<file path="config.mk">
export PLATFORM = sky130hd
export DESIGN_NAME = regfile_wb_arbiter_flat
export DESIGN_NICKNAME = d
export VERILOG_FILES = /design/src/rtl/regfile_wb_arbiter_if.sv /design/src/rtl/regfile_wb_arbiter.sv /design/src/flat_wrapper.sv
export SDC_FILE = /design/constraint.sdc
export NUM_CORES = 1
export LEC_CHECK = 0
export BUFFER_PORTS_ARGS = -buffer_cell sky130_fd_sc_hd__clkbuf_2
export CORE_MARGIN = 1.5
export CORE_UTILIZATION = 57
export DETAILED_ROUTE_END_ITERATION = 10
export PLACE_DENSITY_LB_ADDON = 0.12
export REMOVE_ABC_BUFFERS = 1
export SYNTH_ARGS = -nofsm -noshare
export SYNTH_HDL_FRONTEND = slang
export SYNTH_SLANG_ARGS = --single-unit
</file>
<file path="constraint.sdc">
create_clock -name clk -period 4.7 [get_ports clk]
set_clock_uncertainty 0.05 [all_clocks]
set_input_delay 0.47 -clock clk [delete_from_list [all_inputs] [get_ports clk]]
set_output_delay 0.47 -clock clk [all_outputs]
set_load 0.02 [all_outputs]
</file>
<file path="src/rtl/regfile_wb_arbiter_if.sv">
// Writeback bus between the ALU/load sources, the arbiter and the register file write port.
// Defining REGFILE_WB_ARB_FWD_EN adds the forwarding outputs.
interface regfile_wb_arbiter_if #(parameter int XLEN = 32, parameter int AW = 5);
  logic            alu_valid, alu_ready;
  logic [AW-1:0]   alu_rd;
  logic [XLEN-1:0] alu_data;
  logic            mem_valid, mem_ready;
  logic [AW-1:0]   mem_rd;
  logic [XLEN-1:0] mem_data;
  logic            rf_we;
  logic [AW-1:0]   rf_waddr;
  logic [XLEN-1:0] rf_wdata;
  logic [AW-1:0]   rs1, rs2;
  logic            hz1, hz2, busy;
`ifdef REGFILE_WB_ARB_FWD_EN
  logic            fwd1_valid, fwd2_valid;
  logic [XLEN-1:0] fwd1_data, fwd2_data;
`endif

  modport master (
`ifdef REGFILE_WB_ARB_FWD_EN
    input  fwd1_valid, fwd1_data, fwd2_valid, fwd2_data,
`endif
    output alu_valid, alu_rd, alu_data, input alu_ready,
    output mem_valid, mem_rd, mem_data, input mem_ready,
    input  rf_we, rf_waddr, rf_wdata,
    output rs1, rs2, input hz1, hz2, busy
  );

  modport slave (
`ifdef REGFILE_WB_ARB_FWD_EN
    output fwd1_valid, fwd1_data, fwd2_valid, fwd2_data,
`endif
    input  alu_valid, alu_rd, alu_data, output alu_ready,
    input  mem_valid, mem_rd, mem_data, output mem_ready,
    output rf_we, rf_waddr, rf_wdata,
    input  rs1, rs2, output hz1, hz2, busy
  );
endinterface

</file>
<file path="src/rtl/regfile_wb_arbiter.sv">
// Register file write-port arbiter: buffered ALU writeback vs. direct load writeback, round-robin.
// Defining REGFILE_WB_ARB_FWD_EN adds per-read-port forwarding of pending write data.
module regfile_wb_arbiter #(
  parameter int XLEN  = 32,
  parameter int AW    = 5,
  parameter int DEPTH = 4
) (
  input logic           clk,
  input logic           rst,
  regfile_wb_arbiter_if.slave wb
);
  localparam int PW = $clog2(DEPTH);

  typedef struct packed {
    logic [AW-1:0]   rd;
    logic [XLEN-1:0] data;
  } wb_ent_t;

  typedef enum logic {SRC_MEM = 1'b0, SRC_ALU = 1'b1} src_e;

  wb_ent_t        fifo_q [DEPTH];
  logic [PW-1:0]  wr_ptr, rd_ptr;
  logic [PW:0]    count;
  src_e           last_grant, last_grant_d;
  logic           head_cand, mem_cand, grant_alu, grant_mem, push;
  logic [DEPTH-1:0] ent_vld, m1, m2;

  assign head_cand    = (count != '0);
  assign mem_cand     = wb.mem_valid & (wb.mem_rd != '0);
  assign grant_alu    = head_cand & (~mem_cand | (last_grant == SRC_MEM));
  assign grant_mem    = mem_cand & (~head_cand | (last_grant == SRC_ALU));
  assign wb.alu_ready = (count < (PW+1)'(DEPTH));
  assign wb.mem_ready = wb.mem_valid & ((wb.mem_rd == '0) | grant_mem);
  assign push         = wb.alu_valid & wb.alu_ready & (wb.alu_rd != '0);
  assign wb.busy      = head_cand | wb.rf_we;

  always_comb begin
    last_grant_d = last_grant;
    if (grant_alu)      last_grant_d = SRC_ALU;
    else if (grant_mem) last_grant_d = SRC_MEM;
  end

  // Slot validity by age offset from the read pointer, so wrap needs no special case.
  for (genvar i = 0; i < DEPTH; i++) begin : g_slot
    logic [PW-1:0] off;
    assign off        = PW'(i) - rd_ptr;
    assign ent_vld[i] = ({1'b0, off} < count);
    assign m1[i]      = ent_vld[i] & (fifo_q[i].rd == wb.rs1);
    assign m2[i]      = ent_vld[i] & (fifo_q[i].rd == wb.rs2);
  end

  assign wb.hz1 = (wb.rs1 != '0) & ((|m1) | (wb.rf_we & (wb.rf_waddr == wb.rs1)));
  assign wb.hz2 = (wb.rs2 != '0) & ((|m2) | (wb.rf_we & (wb.rf_waddr == wb.rs2)));

  always_ff @(posedge clk) begin
    if (push) fifo_q[wr_ptr] <= '{rd: wb.alu_rd, data: wb.alu_data};
  end

  always_ff @(posedge clk or posedge rst) begin
    if (rst) begin
      wr_ptr      <= '0;
      rd_ptr      <= '0;
      count       <= '0;
      last_grant  <= SRC_MEM;
      wb.rf_we    <= 1'b0;
      wb.rf_waddr <= '0;
      wb.rf_wdata <= '0;
    end else begin
      if (push)      wr_ptr <= wr_ptr + 1'b1;
      if (grant_alu) rd_ptr <= rd_ptr + 1'b1;
      count      <= count + (PW+1)'(push) - (PW+1)'(grant_alu);
      last_grant <= last_grant_d;
      wb.rf_we   <= grant_alu | grant_mem;
      if (grant_alu) begin
        wb.rf_waddr <= fifo_q[rd_ptr].rd;
        wb.rf_wdata <= fifo_q[rd_ptr].data;
      end else if (grant_mem) begin
        wb.rf_waddr <= wb.mem_rd;
        wb.rf_wdata <= wb.mem_data;
      end
    end
  end

`ifdef REGFILE_WB_ARB_FWD_EN
  logic            hit1, hit2;
  logic [XLEN-1:0] yd1, yd2;
  logic [PW-1:0]   fidx;

  // Walk oldest to youngest so the youngest match overrides.
  always_comb begin
    hit1 = 1'b0;
    hit2 = 1'b0;
    yd1  = '0;
    yd2  = '0;
    fidx = '0;
    for (int k = 0; k < DEPTH; k++) begin
      fidx = rd_ptr + PW'(k);
      if (m1[fidx]) begin hit1 = 1'b1; yd1 = fifo_q[fidx].data; end
      if (m2[fidx]) begin hit2 = 1'b1; yd2 = fifo_q[fidx].data; end
    end
  end

  assign wb.fwd1_valid = wb.hz1;
  assign wb.fwd2_valid = wb.hz2;
  assign wb.fwd1_data  = !wb.hz1 ? '0 : (hit1 ? yd1 : wb.rf_wdata);
  assign wb.fwd2_data  = !wb.hz2 ? '0 : (hit2 ? yd2 : wb.rf_wdata);
`endif
endmodule

</file>
<file path="src/flat_wrapper.sv">
// flat-port wrapper written by rule: the top's interface ports become plain ports
module regfile_wb_arbiter_flat 
#(
  parameter int XLEN  = 32,
  parameter int AW    = 5,
  parameter int DEPTH = 4
)
  (clk, rst, wb_alu_valid, wb_alu_rd, wb_alu_data, wb_alu_ready, wb_mem_valid, wb_mem_rd, wb_mem_data, wb_mem_ready, wb_rf_we, wb_rf_waddr, wb_rf_wdata, wb_rs1, wb_rs2, wb_hz1, wb_hz2, wb_busy);
  regfile_wb_arbiter_if #(.XLEN(XLEN), .AW(AW)) wb_i ();
  input logic clk;
  input logic rst;
  input wire logic [$bits(wb_i.alu_valid)-1:0] wb_alu_valid;
  input wire logic [$bits(wb_i.alu_rd)-1:0] wb_alu_rd;
  input wire logic [$bits(wb_i.alu_data)-1:0] wb_alu_data;
  output wire logic [$bits(wb_i.alu_ready)-1:0] wb_alu_ready;
  input wire logic [$bits(wb_i.mem_valid)-1:0] wb_mem_valid;
  input wire logic [$bits(wb_i.mem_rd)-1:0] wb_mem_rd;
  input wire logic [$bits(wb_i.mem_data)-1:0] wb_mem_data;
  output wire logic [$bits(wb_i.mem_ready)-1:0] wb_mem_ready;
  output wire logic [$bits(wb_i.rf_we)-1:0] wb_rf_we;
  output wire logic [$bits(wb_i.rf_waddr)-1:0] wb_rf_waddr;
  output wire logic [$bits(wb_i.rf_wdata)-1:0] wb_rf_wdata;
  input wire logic [$bits(wb_i.rs1)-1:0] wb_rs1;
  input wire logic [$bits(wb_i.rs2)-1:0] wb_rs2;
  output wire logic [$bits(wb_i.hz1)-1:0] wb_hz1;
  output wire logic [$bits(wb_i.hz2)-1:0] wb_hz2;
  output wire logic [$bits(wb_i.busy)-1:0] wb_busy;
  assign wb_i.alu_valid = wb_alu_valid;
  assign wb_i.alu_rd = wb_alu_rd;
  assign wb_i.alu_data = wb_alu_data;
  assign wb_alu_ready = wb_i.alu_ready;
  assign wb_i.mem_valid = wb_mem_valid;
  assign wb_i.mem_rd = wb_mem_rd;
  assign wb_i.mem_data = wb_mem_data;
  assign wb_mem_ready = wb_i.mem_ready;
  assign wb_rf_we = wb_i.rf_we;
  assign wb_rf_waddr = wb_i.rf_waddr;
  assign wb_rf_wdata = wb_i.rf_wdata;
  assign wb_i.rs1 = wb_rs1;
  assign wb_i.rs2 = wb_rs2;
  assign wb_hz1 = wb_i.hz1;
  assign wb_hz2 = wb_i.hz2;
  assign wb_busy = wb_i.busy;
  regfile_wb_arbiter #(.XLEN(XLEN), .AW(AW), .DEPTH(DEPTH)) u_core (.clk(clk), .rst(rst), .wb(wb_i));
endmodule
</file>
==> run metrics <==
outcome=finished clean; crit path launch=u_core.rd_ptr[1]$_DFFE_PP0P_; vias in the first global route=about 4,700; WL/cell=19.1 um; post-layout minimum cycle time=3.24 ns; PwrDens=596 mW/mm2; #FFs+latches synth=194; Clock Root Buffer=clkbuf_16; Row Count=43; startpoint types=flop; Die W=124 um; Max FO, Critical Path=21; MaxCap Viol Count=0; FILL cells=980; RSZ-0062 raised after global routing=false; max-slew violation count=0; EDFF count, synth=148; Slew Limit Headroom=between 20% and 30%; largest net degree at the start of global routing=47; setup_tns=0 ns; Period Utilization, post-route=69.0%; PortBufs=130; Hold WC Path Type=primary input to flop; diode count=0; final hold slack=0.209 ns; initial antenna violation count=0; Worst Hold Launch=wb_alu_data[0]; clk slew on worst S/H paths=0.07 ns; Ys Warns=0; # DRC=0; first-pass GRT wire length=24,400 um; RD Place Congestion=0.948; post_cts resized=0; final worst setup slack=1.46 ns; post-DR vias/cell=around 5.6; total CTS buffers=17; Mapped Avg Cell Area=16.4 um2; Detailed Routing Iterations Pass 1=5; commonest non-fill, non-tap cells in the layout=edfxtp_1, clkbuf_2, dfrtp_1; fin nets=729; Max Freq=309 MHz; Area Growth Syn to Fin=15.6%; Worst Path Arrival=2.72 ns; die height=124 um; Critical Path RT=4.18 ns; worst-margin pin slew=1.11 ns; total grt overflow=0; vias after detailed routing=4,632; Starting Density=59.1%; worst skew pair latency=0.42 ns; final hold viol count=0; layout cell share with drive strength beyond 1=between 30% and 40%; Seq/Total Area, Yosys=67.2%; utilization after layout=roughly two thirds; r2r startpoint=u_core.count[2]$_DFF_PP0_; Core Box Area=0.0141 mm2; synthesized instance count=~510; final setup violation count=0; Worst setup EP type=output port; final wirelength=15,800 um; VDD IR max=377 uV; Post-CTS Setup Inserts=0; antenna viol nets, final=0; Distinct cells, synth=41; IO Pins=131; ys async rst share=23.7%; clock sinks=194; ys flop type=edfxtp_1; H-tree depth=4; CTS Hold Bufs=0; TritonCTS clock tree=built; Place WS=between 1.5 and 2 ns; most common library cell in the layout ignoring fill and taps=edfxtp_1; full die area=0.0153 mm2; estimated wirelength of the detail-placed design=9950 um; Cell Area, Synth=0.00833 mm2; 1st-iter DRT viols=251; crit path kind=flop to output port; Max clock buf depth=2; gr usage total=22.1%; LEAKAGE=between 3 and 4 nW
-- registers in the layout (all words and copies together), names as in the netlist --
signal	count
u_core.wb.rf_wdata	32
u_core.wb.rf_waddr	5
u_core.last_grant	1
u_core.wb.rf_we	1
u_core.wr_ptr	2
u_core.rd_ptr	2
u_core.fifo_q	148
u_core.count	3
-- final timing paths --
path	end	slack (ns)	cells past startpoint
setup / recovery	wb_hz1	1.46	8
hold / removal	u_core.fifo_q[0][0]$_DFFE_PP_	0.21	1
setup reg to reg	u_core.wb.rf_wdata[24]$_DFFE_PP0P_	2.21	5
hold reg to reg	u_core.wb.rf_wdata[4]$_DFFE_PP0P_	0.44	2
max in group asynchronous	u_core.rd_ptr[1]$_DFFE_PP0P_	3.57	2
min in group asynchronous	u_core.wb.rf_wdata[0]$_DFFE_PP0P_	0.26	2
-- kinds of logic (layout without fill, tap and decap cells) --
logic type,Yosys count,in the layout,share of synthesized area (%)
mux,74,74,14.4
flops,194,194,67.2
compound gates,52,52,3.69
simple gates,82,82,4.73
xor+xnor,56,56,5.89
buf+inv,41,176,2.48
fa+ha+maj,10,10,1.59
-- synthesized netlist by cell type, drive strengths merged, types with 2 or more instances --
master  number  area (um2)
a21boi       2        15.0
a21oi        4        23.8
a31oi        2        27.5
and2         4        25.0
and3         2        12.5
buf         27         154
clkbuf       4        15.0
dfrtp       46        1150
edfxtp     148        4440
ha           9         113
inv         10        37.5
mux2i       37         370
mux4        37         833
nand2       41         154
nand2b       2        12.5
nand3        6        30.0
nand4        2        12.5
nor2         5        18.8
nor3         4        25.0
nor4        10        62.6
o21a         2        15.0
o21ai       38         190
or3          2        12.5
or4          2        15.0
xnor2       28         245
xor2        28         245
-- area by class of cell --
type	instances	area, um2	area share, %
Tap cell	180	225	2.34
Sequential cell	194	5600	58.1
Timing Repair Buffer	134	681	7.07
Clock buffer	19	443	4.60
Inverter	10	37.5	0.390
Clock inverter	13	101	1.05
Multi-Input combinational cell	274	2540	26.4
-- critical path: stages (launching register included) --
cell,delay [ns]
dfrtp_2,0.71
inv_1,0.10
ha_1,0.32
a21boi_1,0.13
o21a_1,0.22
nor4_1,0.37
nor4_1,0.09
a21oi_1,0.18
clkbuf_2,0.19
-- layer usage --
metal  up-vias  GRT usage (%)  wire, um
li1       2174              -         -
met1      2331           28.9      6860
met2       119           36.7      7970
met3         8           5.68       822
met4         0           6.96       112
met5         -              0         0
-- metrics by stage --
stage | instances | area [um2] | power, mW
after floorplan | 478 | 8160 | 3.89
after global placement | 792 | 9080 | 4.43
after detailed placement | 792 | 9080 | 4.49
after CTS | 824 | 9630 | 5.82
after global routing | 824 | 9630 | 6.07
final | 824 | 9630 | 5.74
-- power by group --
group,leakage (nW),internal (mW),switching (mW)
logic,1.54,0.853,1.08
clock network,0.262,0.699,0.620
registers,1.88,2.25,0.233
total,3.68,3.80,1.94
Note: power is estimated with default switching activity, not from simulation.
